### src/rtl/clock_step_controller.sv
// clock_step_controller
// Run/halt/single-step pacer for the single-cycle RISC-V core. Every state
// update in the core is gated by core_ce, which this block issues as a
// one-cycle pulse once per div_reg cycles in RUN, or once per button press
// in STEP mode. It also keeps a retired-enable counter with an optional
// auto-halt breakpoint, and a divided tick for LED/debug display.
//
// Ports:
//   clk        system clock, rising edge
//   rst        synchronous active-high reset
//   run_req    level, request RUN
//   halt_req   level, request HALT (wins over everything else)
//   step_req   level, debounced button; rising edge requests one step
//   div_wr     write strobe for the divide ratio
//   div_wdata  new divide ratio (0 is treated as 1)
//   brk_en     enable auto-halt when the enable count reaches brk_val
//   brk_val    enable-count value at which to auto-halt
//   core_ce    one-cycle enable to the core, decoded from registers only
//   tick_out   toggles on every core_ce
//   ce_count   number of core_ce pulses issued (wraps)
//   state      00 = HALT, 01 = RUN, 10 = STEP

module clock_step_controller #(
   parameter int DIV_W       = 16,
   parameter int DEFAULT_DIV = 2,
   parameter int CNT_W       = 32,
   parameter int START_RUN   = 0
) (
   input  logic             clk,
   input  logic             rst,
   input  logic             run_req,
   input  logic             halt_req,
   input  logic             step_req,
   input  logic             div_wr,
   input  logic [DIV_W-1:0] div_wdata,
   input  logic             brk_en,
   input  logic [CNT_W-1:0] brk_val,
   output logic             core_ce,
   output logic             tick_out,
   output logic [CNT_W-1:0] ce_count,
   output logic [1:0]       state
);

   localparam logic [1:0] ST_HALT = 2'b00;
   localparam logic [1:0] ST_RUN  = 2'b01;
   localparam logic [1:0] ST_STEP = 2'b10;

   logic [DIV_W-1:0] div_reg;
   logic [DIV_W-1:0] cnt;
   logic [DIV_W-1:0] div_last;
   logic             step_prev;
   logic             step_edge;
   logic             brk_hit;

   // div_reg is never 0, so div_last never underflows
   assign div_last  = div_reg - DIV_W'(1);
   assign step_edge = step_req & ~step_prev;

   // Enable is decoded purely from registered state so the core never sees
   // a combinational path from the buttons or the host interface.
   assign core_ce = (state == ST_STEP) || ((state == ST_RUN) && (cnt == div_last));

   // Breakpoint fires on the enable that will bring ce_count up to brk_val;
   // that enable is still issued and counted, then the FSM parks in HALT.
   assign brk_hit = brk_en && core_ce && ((ce_count + CNT_W'(1)) == brk_val);

   // Main sequential block: FSM, divide counter, step edge detector,
   // enable counter and display tick. A divide-ratio write is applied last
   // so it overrides whatever the FSM wanted to do with cnt.
   always_ff @(posedge clk) begin
      if (rst) begin
         state     <= (START_RUN != 0) ? ST_RUN : ST_HALT;
         div_reg   <= DIV_W'(DEFAULT_DIV);
         cnt       <= '0;
         step_prev <= 1'b0;
         tick_out  <= 1'b0;
         ce_count  <= '0;
      end else begin
         step_prev <= step_req;

         if (core_ce) begin
            ce_count <= ce_count + CNT_W'(1);
            tick_out <= ~tick_out;
         end

         case (state)
            ST_HALT: begin
               cnt <= '0;
               if (halt_req) begin
                  state <= ST_HALT;
               end else if (run_req) begin
                  state <= ST_RUN;
               end else if (step_edge) begin
                  state <= ST_STEP;
               end
            end
            ST_RUN: begin
               if (halt_req || brk_hit) begin
                  state <= ST_HALT;
                  cnt   <= '0;
               end else if (cnt == div_last) begin
                  cnt <= '0;
               end else begin
                  cnt <= cnt + DIV_W'(1);
               end
            end
            ST_STEP: begin
               state <= ST_HALT;
               cnt   <= '0;
            end
            default: begin
               state <= ST_HALT;
               cnt   <= '0;
            end
         endcase

         if (div_wr) begin
            div_reg <= (div_wdata == '0) ? DIV_W'(1) : div_wdata;
            cnt     <= '0;
         end
      end
   end

endmodule

### config.mk
export PLATFORM = sky130hd
export DESIGN_NAME = clock_step_controller
export DESIGN_NICKNAME = d
export VERILOG_FILES = /design/src/rtl/clock_step_controller.sv
export SDC_FILE = /design/constraint.sdc
export NUM_CORES = 1
export LEC_CHECK = 0
export CORE_ASPECT_RATIO = 1.5
export CORE_MARGIN = 3
export CORE_UTILIZATION = 50
export CTS_CLUSTER_SIZE = 8
export DETAILED_ROUTE_END_ITERATION = 10
export GPL_ROUTABILITY_DRIVEN = 0
export PLACE_DENSITY = 0.79
export SETUP_SLACK_MARGIN = 0.4
export SYNTH_ARGS = -nofsm -noshare
export SYNTH_HDL_FRONTEND = slang
export SYNTH_SLANG_ARGS = --single-unit
### constraint.sdc
create_clock -name clk -period 6.69 [get_ports clk]
set_clock_uncertainty 0.15 [all_clocks]
set_input_delay 1.338 -clock clk [delete_from_list [all_inputs] [get_ports clk]]
set_output_delay 1.338 -clock clk [all_outputs]
set_load 0.1 [all_outputs]
==> metrics.log, run 1 <==
INFO  metric timing.critical_path.slowest_cell_delay = 1.18 ns
INFO  metric hold_viol = 0
INFO  metric post-synth-top-area-cell = dfxtp_1
INFO  metric hpwlAfterDp = 8931 µm
INFO  metric max_slew.worst_pin.slew = 0.9995 ns
INFO  metric timing.critical_path.arrival = 3.94 ns
INFO  metric postSynth.topFlopCell = dfxtp_1
INFO  metric die_x = 81.94 µm
INFO  metric critPathTopFamily = buffers and inverters
INFO  metric ant_nets = 0
INFO  metric leakagePower = 1.846 nW
INFO  metric htree_num_levels = 3
INFO  metric worst_ir_drop_vdd = 0.0001977 V
INFO  metric cpMaxStageDelayCell = clkdlybuf4s50_1
INFO  metric clock_tree_from_tritoncts = done
INFO  metric design.die.area = 0.009826 mm²
INFO  metric synth.area.top_cells = dfxtp_1 31%, xnor2_1 10%, xor2_1 5.5%
INFO  metric numPortBuffers = 90
INFO  metric floorplan.die.height = 119.9 µm
INFO  metric fillCellCount = 711
INFO  metric cp-start-kind = flop
INFO  metric synth-edff-count = 0
INFO  metric syn-instance-count = 546
INFO  metric layout.cells.most_common = clkdlybuf4s50_1
INFO  metric yosys_register_bits = 68
INFO  metric final-setup-viol-count = 0
INFO  metric multi_input_gate_area = 0.002796 mm²
INFO  metric finalCritPeriodShare = 0.8115
INFO  metric cts.reportedPaths.clkPinSlew = 0.05 ns
INFO  metric numClockSinks = 68
INFO  metric criticalPathCategory = flop to output port
INFO  metric crit_chain = inv_1 > ha_1 > nor4b_4 > and4b_4 > nand3_1 > a221o_1 > a211oi_4 > a31oi_4 > inv_1 > clkdlybuf4s50_1
INFO  metric post_cts.resized_instances = 0
INFO  metric initial_core_util = 0.5270
INFO  metric maxSlewViolCount = 0
INFO  metric yosysWarnings = 0
INFO  metric drt_first_iter_violations = 358
INFO  metric critical_path.n_buffers_inverters = 3
INFO  metric finish.utilization = 0.6780
INFO  metric synth.yosys.seq_area_share = 0.3147
INFO  metric ys_async_sr_fraction = 0
INFO  metric cellPowerDensity = 190.0 mW/mm²
INFO  metric type_of_the_most_critical_hold_path = flop to flop
INFO  metric nNetsFinal = 678
INFO  metric netlist_area = 0.004325 mm²
INFO  metric grt_pass1_wl = 19440 µm
INFO  metric avgSynthCellArea = 7.922 µm²
INFO  metric worst-endpoint-required = 5.20 ns
INFO  metric drt_pass1_iterations = 5
INFO  metric timing.critical_path.mode_cell = inv_1
INFO  metric area_delta_synth_final = 28.67%
INFO  metric wl_per_cell = 16.54 µm
INFO  metric hold_buffers = 0
INFO  metric wirelength = 12080 µm
INFO  metric grt_antenna_before_repair = 0
INFO  metric area.sequential = 0.001361 mm²
INFO  metric clk_path_buf_depth = 2
INFO  metric final_cell_mix = 90 x clkdlybuf4s50_1, 68 x dfxtp_1, 58 x nor2_1
INFO  metric syn_nets = 604
INFO  metric maximum_number_of_pins_on_one_net_before_global_route_repair = 61
INFO  metric grt_setup_unrepaired = no
INFO  metric route.detailed.vias_per_inst = 5.927
INFO  metric drt_drc_violations_left = 0
INFO  metric crit_path_max_fo = 6
INFO  metric core_region_area = 0.008208 mm²
INFO  metric track_usage = 0.2542
INFO  metric vias = 4327
INFO  metric worstSkewPairLatency = 0.33 ns
INFO  metric period_needed = 5.429 ns
INFO  metric grt.overflow.total = 0
INFO  metric final_layout_size_suffix_gt1_frac = 0.03520
INFO  metric num_rows = 40
INFO  metric run_status = complete, no violations
INFO  metric num_io_pins = 91
INFO  metric cts_buffers = 9
INFO  metric clockRootBuffer = clkbuf_16
INFO  metric postCtsSetupBuffers = 0
INFO  metric largest_register_ffs = 32
INFO  metric final.setup.tns = 0 ns
INFO  metric synth.lib_cells_used.distinct = 55
INFO  metric netlist.area_leader.share = 0.3147
INFO  metric end_kind = output port
INFO  metric max_slew_margin = 0.3316
INFO  metric fmax = 184.2 MHz
INFO  metric first_global_vias = 4115
INFO  metric drv.max_cap_violation_count = 0
INFO  metric diodes = 0
-- metal layers --
metal | vias to the layer above | wire length [µm] | global-route usage
met5 | - | 0 | 0
met2 | 161 | 6425 | 0.4489
li1 | 2112 | - | -
met4 | 0 | 489 | 0.1331
met1 | 2010 | 4481 | 0.2737
met3 | 44 | 678 | 0.05405
-- area by class of cell --
| class | instances | area share |
|---|---|---|
| Multi-Input combinational cell | 438 | 0.5025 |
| Sequential cell | 68 | 0.2446 |
| Tap cell | 105 | 0.02361 |
| Inverter | 11 | 0.007419 |
| Timing Repair Buffer | 92 | 0.1646 |
| Clock buffer | 12 | 0.04429 |
| Clock inverter | 4 | 0.01304 |
-- power by group --
part           switching, mW  total, mW  internal (mW)  leakage (nW)
clock network          0.175      0.511          0.336         0.153
registers             0.0106      0.423          0.412         0.551
logic                 0.0596      0.124         0.0641          1.14
-- final timing paths --
| path | startpoint | slack (ns) | depth (start not counted) | endpoint |
|---|---|---|---|---|
| setup reg to reg | ce_count[0] | 3.09 | 8 | state[0] |
| hold / removal | cnt[0] | 0.34 | 1 | cnt[0] |
| hold reg to reg | cnt[0] | 0.34 | 1 | cnt[0] |
| setup / recovery | div_reg[0] | 1.26 | 10 | core_ce |
-- worst reg2reg max path, cell delays in order, from the launching register on --
cell     delay [ns]
dfxtp_1        0.47
ha_1           0.28
nand3_1        0.23
nor3_1         0.65
nand4_1        0.29
o31a_1         0.35
or4_1          0.56
nor4_1         0.40
a21oi_1        0.11
-- synth_stat cells, types with 4 or more instances --
library cell,count
and2_1,4
buf_2,5
nand4_1,18
nor2b_1,4
mux2i_1,19
nor4_1,10
and4_1,8
dfxtp_1,68
xor2_1,27
nand2_1,31
nand2b_1,4
clkbuf_1,19
o21ai_0,34
nor3_1,16
and3_1,10
inv_1,11
nand3_1,27
xnor2_1,51
a21oi_1,44
nor2_1,58
or3_1,27
-- logic make-up (layout without fill, tap and decap cells) --
kind of cell / after synthesis / count (layout) / synth area share
and+or+nand+nor: 229 / 229 / 0.2820
AOI/OAI and AO/OA: 109 / 109 / 0.1539
xor gates and xnor gates: 78 / 78 / 0.1579
DFF: 68 / 68 / 0.3147
buffers and inverters: 40 / 119 / 0.03876
muxes: 19 / 19 / 0.04397
adders and majority gates: 3 / 3 / 0.008679
-- per-stage QoR --
| step | cells | worst slack, ns | cell area [µm²] | hold WS, ns | power (mW) |
|---|---|---|---|---|---|
| 2_1_floorplan | 546 | 2.350 | 4325 | 0.3023 | 0.4999 |
| 3_3_place_gp | 714 | 1.725 | 5246 | 0.3254 | 0.5499 |
| 3_5_place_dp | 714 | 1.596 | 5246 | 0.3336 | 0.5537 |
| 4_1_cts | 730 | 1.239 | 5565 | 0.3483 | 1.067 |
| 5_1_grt | 730 | 1.040 | 5565 | 0.3920 | 1.094 |
| 6_report | 730 | 1.261 | 5565 | 0.3441 | 1.057 |
Note: power is estimated with default switching activity, not from simulation.
==> inputs of run 2 (changes only) <==
CORE_UTILIZATION = 47   (was 50)
PLACE_DENSITY = 0.77   (was 0.79)
clock period = 4.94 ns   (was 6.69 ns; I/O delays follow)
==> metrics.log, run 2 (synthesis gave the netlist of run 1 again) <==
INFO  metric run_status = complete, no violations
INFO  metric clockRootBuffer = clkbuf_16
INFO  metric maxSlewViolCount = 0
INFO  metric cp-start-kind = flop
INFO  metric final-setup-viol-count = 0
INFO  metric crit_path_max_fo = 6
INFO  metric critPathLaunch = div_reg[0]
INFO  metric leakagePower = 1.866 nW
INFO  metric numPortBuffers = 90
INFO  metric largest_register_ffs = 32
INFO  metric die_x = 84.33 µm
INFO  metric grt_antenna_before_repair = 0
INFO  metric first_global_vias = 4169
INFO  metric hpwlAfterDp = 8727 µm
INFO  metric hold_buffers = 0
INFO  metric worst_ir_drop_vdd = 0.0001937 V
INFO  metric cts_buffers = 9
INFO  metric cellPowerDensity = 266.9 mW/mm²
INFO  metric track_usage = 0.2322
INFO  metric final_cell_mix = 88 x clkdlybuf4s50_1, 68 x dfxtp_1, 58 x nor2_1
INFO  metric design.die.area = 0.01041 mm²
INFO  metric grt_pass1_wl = 19550 µm
INFO  metric layout.cells.most_common = clkdlybuf4s50_1
INFO  metric nNetsFinal = 677
INFO  metric worstSkewPairLatency = 0.34 ns
INFO  metric initial_core_util = 0.4870
INFO  metric max_slew_margin = 0.3278
INFO  metric final_layout_size_suffix_gt1_frac = 0.03846
INFO  metric ant_nets = 0
INFO  metric finish.utilization = 0.6307
INFO  metric drt_first_iter_violations = 263
INFO  metric wl_per_cell = 16.20 µm
INFO  metric maximum_number_of_pins_on_one_net_before_global_route_repair = 61
INFO  metric grt_setup_unrepaired = no
INFO  metric fmax = 241.9 MHz
INFO  metric drv.max_cap_violation_count = 0
INFO  metric num_io_pins = 91
INFO  metric finalCritPeriodShare = 0.8368
INFO  metric postCtsSetupBuffers = 0
INFO  metric period_needed = 4.134 ns
INFO  metric num_rows = 42
INFO  metric drt_pass1_iterations = 4
INFO  metric drt_drc_violations_left = 0
INFO  metric final.setup.tns = 0 ns
INFO  metric end_kind = output port
INFO  metric core_region_area = 0.008881 mm²
INFO  metric hold_viol = 0
INFO  metric max_slew.worst_pin.slew = 1.005 ns
INFO  metric route.detailed.vias_per_inst = 5.892
INFO  metric vias = 4325
INFO  metric floorplan.die.height = 123.5 µm
INFO  metric timing.rr.start = ce_count[0]
INFO  metric post_cts.resized_instances = 0
INFO  metric clock_tree_from_tritoncts = done
INFO  metric clk_path_buf_depth = 2
INFO  metric wirelength = 11890 µm
INFO  metric criticalPathCategory = flop to output port
INFO  metric hold_path.startpoint = cnt[0]
INFO  metric grt.overflow.total = 0
INFO  metric worst-endpoint-required = 3.80 ns
INFO  metric diodes = 0
INFO  metric htree_num_levels = 3
INFO  metric cts.reportedPaths.clkPinSlew = 0.05 ns
INFO  metric type_of_the_most_critical_hold_path = flop to flop
INFO  metric area_delta_synth_final = 29.51%
INFO  metric timing.critical_path.arrival = 3.00 ns
INFO  metric numClockSinks = 68
run 2: cell types whose count changed in the layout (fill, tap and decap cells not counted), sizes merged:
cell | before | now
clkinvlp | 1 | 0
buf | 2 | 3
clkdlybuf4s50 | 90 | 88
bufinv | 2 | 3
run 2: power breakdown:
part	leakage, nW	internal, mW	total [mW]	switching (mW)
registers	0.551	0.558	0.573	0.0145
logic	1.14	0.0863	0.167	0.0804
clock network	0.173	0.520	0.756	0.236
run 2: worst max-delay path, cell delays in order, from the launching register on:
cell and delay (ns):
dfxtp_1 0.36, inv_1 0.08, ha_1 0.24, nor4b_4 0.36, and4b_4 0.31, nand3_1 0.09, a221o_1 0.38, a211oi_4 0.27
a31oi_4 0.12, inv_1 0.24, buf_12 0.22
run 2: area by class of cell:
cell class / count / area, µm²
sequential: 68 / 1361
clock buffer: 12 / 256.5
multi-input combinational: 438 / 2796
fill: 794 / 3279
tap: 110 / 137.6
inverter: 11 / 41.29
clock inverter: 4 / 95.09
timing repair buffer: 91 / 913.4
run 2: final timing paths:
path / to / slack, ns / depth (start not counted)
setup / recovery: core_ce / 0.81 / 10
hold / removal: cnt[0] / 0.34 / 1
setup reg to reg: state[0] / 1.46 / 8
hold reg to reg: cnt[0] / 0.34 / 1
run 2: stage by stage:
| stage | std cells | worst slack [ns] | hold WS [ns] | total power [mW] | instance area [µm²] |
|---|---|---|---|---|---|
| after floorplan | 546 | 0.9502 | 0.3023 | 0.6769 | 4325 |
| after global placement | 718 | 1.234 | 0.3319 | 0.7446 | 5250 |
| after detailed placement | 718 | 1.140 | 0.3306 | 0.7493 | 5250 |
| after CTS | 734 | 0.7726 | 0.3430 | 1.504 | 5602 |
| after global routing | 734 | 0.6906 | 0.3829 | 1.538 | 5602 |
| final | 734 | 0.8061 | 0.3372 | 1.495 | 5602 |
run 2: metal layers:
layer,global-route usage,up-vias,wire length [µm]
met5,0,-,0
met4,0.1277,0,524
met3,0.03933,37,618
met2,0.4274,152,6122
met1,0.2511,2022,4624
li1,-,2114,-
==> RTL edit 1: new RTL, config.mk and constraints of run 2 <==
Change the parameter `CNT_W` from 32 to 16.
--- a/src/rtl/clock_step_controller.sv
+++ b/src/rtl/clock_step_controller.sv
@@ -24,5 +24,5 @@
    parameter int DIV_W       = 16,
    parameter int DEFAULT_DIV = 2,
-   parameter int CNT_W       = 32,
+   parameter int CNT_W       = 16,
    parameter int START_RUN   = 0
 ) (
Ports: changed (resized brk_val and ce_count); port bits go from 91 to 59. No check against the original RTL was run, so the function may have changed too.
==> RTL edit 1 against run 2 <==
- synthesized cell count shrank 19%
- final area shrank 24%
- cell count shrank 21%
- worst setup slack lost 0.15 ns
- clock power shrank 66%
- first-iteration DRC count shrank 7.2%
- sequential share of layout area grew 0.31 points
- total power shrank 36%
- global-route usage shrank 2.2 points
- sequential cell count shrank 16
- wire length shrank 24%
- synthesized area shrank 18%
==> RTL edit 1: results (changes against run 2) <==
run status finished clean (unchanged); Vias 3371 (was 4325); Post-Synth Adder-Cell Area 0.0106 (was 0.00868); mux share of post-synthesis cell area 0.0343 (was 0.0440); sequential cell area 0.00104 mm2 (was 0.00136 mm2); Post-Route WL 9030 um (was 11900 um); xor/xnor share of the synthesized area 0.131 (was 0.158); flop-to-flop setup slack 1.60 ns (was 1.46 ns); M1 WL 3760 um (was 4620 um); worst reg-to-reg path cell count 9 (was 8); CP max FO 15 (was 6); H-tree levels 2 (was 3); ClkCell Share 0.0222 (was 0.0628); Filler Cell Count 696 (was 794); CTS Buf Count 5 (was 9); first-pass GRT wire length 15200 um (was 19500 um); Switching Share 0.326 (was 0.221); sequential-to-total area share from yosys stat 0.294 (was 0.315); CP top delay family simple AND/OR/NAND/NOR gates (was compound AO/OA/AOI/OAI gates); buffering overhead 0.140 (was 0.163); r2r endpoint ce_count[8] (was state[0]); GR met3 Demand/Resource 0.0321 (was 0.0393); Non-clk invs 8 (was 11); CP max stage delay 0.62 ns (was 0.38 ns); pre-CTS worst setup slack 0.808 ns (was 1.14 ns); Nets 523 (was 677); Compound-Gate Fraction of Synth Area 0.185 (was 0.154); met2 GRT Util 0.383 (was 0.427); clk_buf instances 7 (was 12); share of layout cells above drive strength 1 0.0705 (was 0.0385); syn nets 484 (was 604); clock sink total 52 (was 68); Non-clk bufs 60 (was 91); DRT Pass-1 Iters 5 (was 4); Post-synth top cells 54 x nor2_1, 52 x dfxtp_1, 31 x xnor2_1 (was 68 x dfxtp_1, 58 x nor2_1, 51 x xnor2_1); Tot GR Track Use 0.210 (was 0.232); relative slew slack 0.322 (was 0.328); static leakage 1.45 nW (was 1.87 nW); dominant cells by area after synthesis dfxtp_1 29%, xnor2_1 7.7%, nor2_1 5.7% (was dfxtp_1 31%, xnor2_1 10%, xor2_1 5.5%); Peak VDD IR 0.000148 V (was 0.000194 V)
## RTL edit 1: cell types whose count changed after synthesis, moves of 9 or more
cell / change
dfxtp_1: -16
nor2b_1: +9
mux2_2: +9
a21oi_1: -29
mux2i_1: -17
or3_1: -24
o21ai_0: -26
a22o_1: +14
xnor2_1: -20
## RTL edit 1: through the flow
stage | cell area, um2 | cells
2_1_floorplan | 3540 | 442
3_3_place_gp | 4130 | 574
3_5_place_dp | 4130 | 574
4_1_cts | 4220 | 582
5_1_grt | 4230 | 582
6_report | 4230 | 582
## RTL edit 1: power by group through the flow
stage	registers [W]	clock network [W]	logic [W]
finish	0.000463	0.000257	0.000235
global route	0.000466	0.000277	0.000254
CTS	0.000462	0.000261	0.000232
detailed placement	0.000472	0	0.000231
global placement	0.000470	0	0.000227
floorplan	0.000502	0	0.000127
==> RTL edit 2: new RTL, settings of run 2 <==
Made on the original files. Put one more register stage on the output `ce_count`, cleared by the reset. The value now appears one clock later. The other outputs are not delayed to match.
--- a/src/rtl/clock_step_controller.sv
+++ b/src/rtl/clock_step_controller.sv
@@ -46,4 +46,6 @@
    localparam logic [1:0] ST_STEP = 2'b10;
 
+   logic [CNT_W-1:0] ce_count_s0;
+
    logic [DIV_W-1:0] div_reg;
    logic [DIV_W-1:0] cnt;
@@ -63,5 +65,5 @@
    // Breakpoint fires on the enable that will bring ce_count up to brk_val;
    // that enable is still issued and counted, then the FSM parks in HALT.
-   assign brk_hit = brk_en && core_ce && ((ce_count + CNT_W'(1)) == brk_val);
+   assign brk_hit = brk_en && core_ce && ((ce_count_s0 + CNT_W'(1)) == brk_val);
 
    // Main sequential block: FSM, divide counter, step edge detector,
@@ -75,10 +77,10 @@
          step_prev <= 1'b0;
          tick_out  <= 1'b0;
-         ce_count  <= '0;
+         ce_count_s0 <= '0;
       end else begin
          step_prev <= step_req;
 
          if (core_ce) begin
-            ce_count <= ce_count + CNT_W'(1);
+            ce_count_s0 <= ce_count_s0 + CNT_W'(1);
             tick_out <= ~tick_out;
          end
@@ -122,4 +124,12 @@
    end
 
+   always_ff @(posedge clk) begin
+      if (rst) begin
+         ce_count <= '0;
+      end else begin
+         ce_count <= ce_count_s0;
+      end
+   end
+
 endmodule
 
Function: changed (a bounded check fails within 4 cycles, from zero or initial values and one cycle with rst high).
==> RTL edit 2 against run 2 <==
- wire length is 9.6% higher
- total power up 14%
- highest routed layer unchanged
- worst setup slack worse by 0.16 ns
- critical path depth down 2
- maximum frequency fell by 3.7%
- clock power down 7.4%
- critical endpoint unchanged
- final area grew 16%
- sequential cell count is 32 higher
- cell count grew 12%
- synthesized area is 19% higher
- sequential power up 45%
==> RTL edit 2: results (changes against run 2) <==
run status finished clean (unchanged); Post-synth top cells 100 x dfxtp_1, 77 x nor2_1, 65 x xnor2_1 (was 68 x dfxtp_1, 58 x nor2_1, 51 x xnor2_1); DR vias/cell 5.50 (was 5.89); YS warnings 0 (unchanged); HP Class reg -> reg (unchanged); HP Start ce_count_s0[30] (was cnt[0]); # diodes 0 (unchanged); worst reg-to-reg path cell count 9 (was 8); Tot GR Track Use 0.216 (was 0.232); CP top delay family simple AND/OR/NAND/NOR gates (was compound AO/OA/AOI/OAI gates); GR met3 Demand/Resource 0.0365 (was 0.0393); CTS Buf Count 9 (unchanged); CP max stage delay 0.45 ns (was 0.38 ns); vias in the first global route 4386 (was 4169); pin count of the biggest net entering global routing 83 (was 61); Yosys cell types 56 (was 55); worst path arrival time 3.15 ns (was 3.00 ns); sequential-to-total area share from yosys stat 0.388 (was 0.315); Reg2Reg Launch Point ce_count_s0[0] (was ce_count[0]); I/O Buffers 90 (unchanged); r2r endpoint state[0] (unchanged); DRT Pass-1 Iters 5 (was 4); Peak VDD IR 0.000187 V (was 0.000194 V); met2 GRT Util 0.401 (was 0.427); Psw 0.000402 W (was 0.000331 W); initial antenna violation count 0 (unchanged); hold worst-path end ce_count[30] (was cnt[0]); Slew @ Worst Pin 0.986 ns (was 1.01 ns); CP max FO 23 (was 6); Most used DFF post-synth dfxtp_1 (unchanged); Nets 734 (was 677); static leakage 2.26 nW (was 1.87 nW); Hold Worst Slack 0.367 ns (was 0.337 ns); Post-DP HPWL 9560 um (was 8730 um); dominant cells by area after synthesis dfxtp_1 39%, xnor2_1 11%, xor2_1 5.8% (was dfxtp_1 31%, xnor2_1 10%, xor2_1 5.5%); syn nets 654 (was 604); largest registers ce_count x32, ce_count_s0 x32; Hold Path Cell Cnt 2 (was 1); CP max-delay cell nor3_2 (was a221o_1); CTS max path bufs 2 (unchanged); H-tree levels 3 (unchanged); share of layout cells above drive strength 1 0.0618 (was 0.0385); CTS root buf clkbuf_16 (unchanged); drt initial violations 254 (was 263); flop-to-flop setup slack 1.43 ns (was 1.46 ns); Worst-path clk slew approximately 0.060 ns; drt wl/cell 15.8 um (was 16.2 um); met1 Use GR 0.240 (was 0.251); first-pass GRT wire length 21700 um (was 19500 um); asr flop ratio synth 0 (unchanged); clk_lat worst skew between 0.3 and 0.4 ns
## RTL edit 2: changes by cell type after synthesis, sizes merged, moves of 6 or more
cell / change
a21oi: -19
and4: -7
dfxtp: +32
mux2: +6
nand2: -11
nor2: +19
nor2b: +28
o21ai: -14
or3: -14
xnor2: +14
xor2: +7
## RTL edit 2: worst register-to-register path: stages (launching register included)
cell	delay (ns)
dfxtp_1	0.48
ha_1	0.30
nand3_1	0.37
or2_2	0.43
or3_1	0.36
xnor2_1	0.15
nor4_1	0.44
nand4_1	0.17
nor4_1	0.41
a21oi_1	0.13
## RTL edit 2: final cells by class
class                      count  area [um2]
sequential                   100        2000
multi-input combinational    455        3020
clock buffer                  11         243
fill                         912        4150
timing repair buffer          97         950
clock inverter                 4        50.0
tap                          144         180
inverter                      13        48.8
## RTL edit 2: cells by family after synthesis
logic type | share of synthesized area
xor gates and xnor gates | 0.168
AOI/OAI and AO/OA | 0.0948
muxes | 0.0449
buffers and inverters | 0.0301
and+or+nand+nor | 0.267
DFF | 0.388
adders and majority gates | 0.00728
## RTL edit 2: power by group through the flow
stage / Clock, W / Combinational [W] / Sequential [W]
after floorplan: 0 / 0.0000970 / 0.000852
after global placement: 0 / 0.000170 / 0.000847
after detailed placement: 0 / 0.000173 / 0.000849
after CTS: 0.000713 / 0.000179 / 0.000830
after global routing: 0.000740 / 0.000194 / 0.000832
final: 0.000700 / 0.000180 / 0.000831
## RTL edit 2: worst max-delay path by stage
| stage | start | endpoint | slack (ns) | cells past startpoint |
|---|---|---|---|---|
| CTS | div_reg[2] | core_ce | 0.40 | 8 |
| finish | div_reg[2] | core_ce | 0.65 | 8 |
| global route | div_reg[0] | core_ce | 0.45 | 10 |
| global placement | div_reg[0] | core_ce | 0.76 | 10 |
| floorplan | div_reg[0] | core_ce | 1.22 | 10 |
| detailed placement | div_reg[0] | core_ce | 0.56 | 10 |
## RTL edit 2: what timing repair did
item,in CTS,in global routing
pin swaps,1,0
gates resized for setup,2,1
setup endpoints to repair,1,1
buffers inserted,1,3
endpoints found under the hold margin,0,0
## RTL edit 2: metrics by stage
stage / setup slack, ns / area [um2] / power (W) / utilization / instances
detailed placement: 0.555 / 6150 / 0.00102 / 0.577 / 805
global route: 0.449 / 6500 / 0.00177 / 0.610 / 824
finish: 0.647 / 6500 / 0.00171 / 0.610 / 824
global placement: 0.756 / 6150 / 0.00102 / 0.577 / 805
floorplan: 1.22 / 5160 / 0.000949 / - / 596
CTS: 0.402 / 6470 / 0.00172 / 0.608 / 821
## RTL edit 2: metal layers
layer  wire length [um]  vias to the layer above  part of all wire
met5                  0                        -                 0
met4                422                        0             0.032
met3                677                       33             0.052
met2               6890                      166              0.53
met1               5040                     2108              0.39
li1                   -                     2222                 -
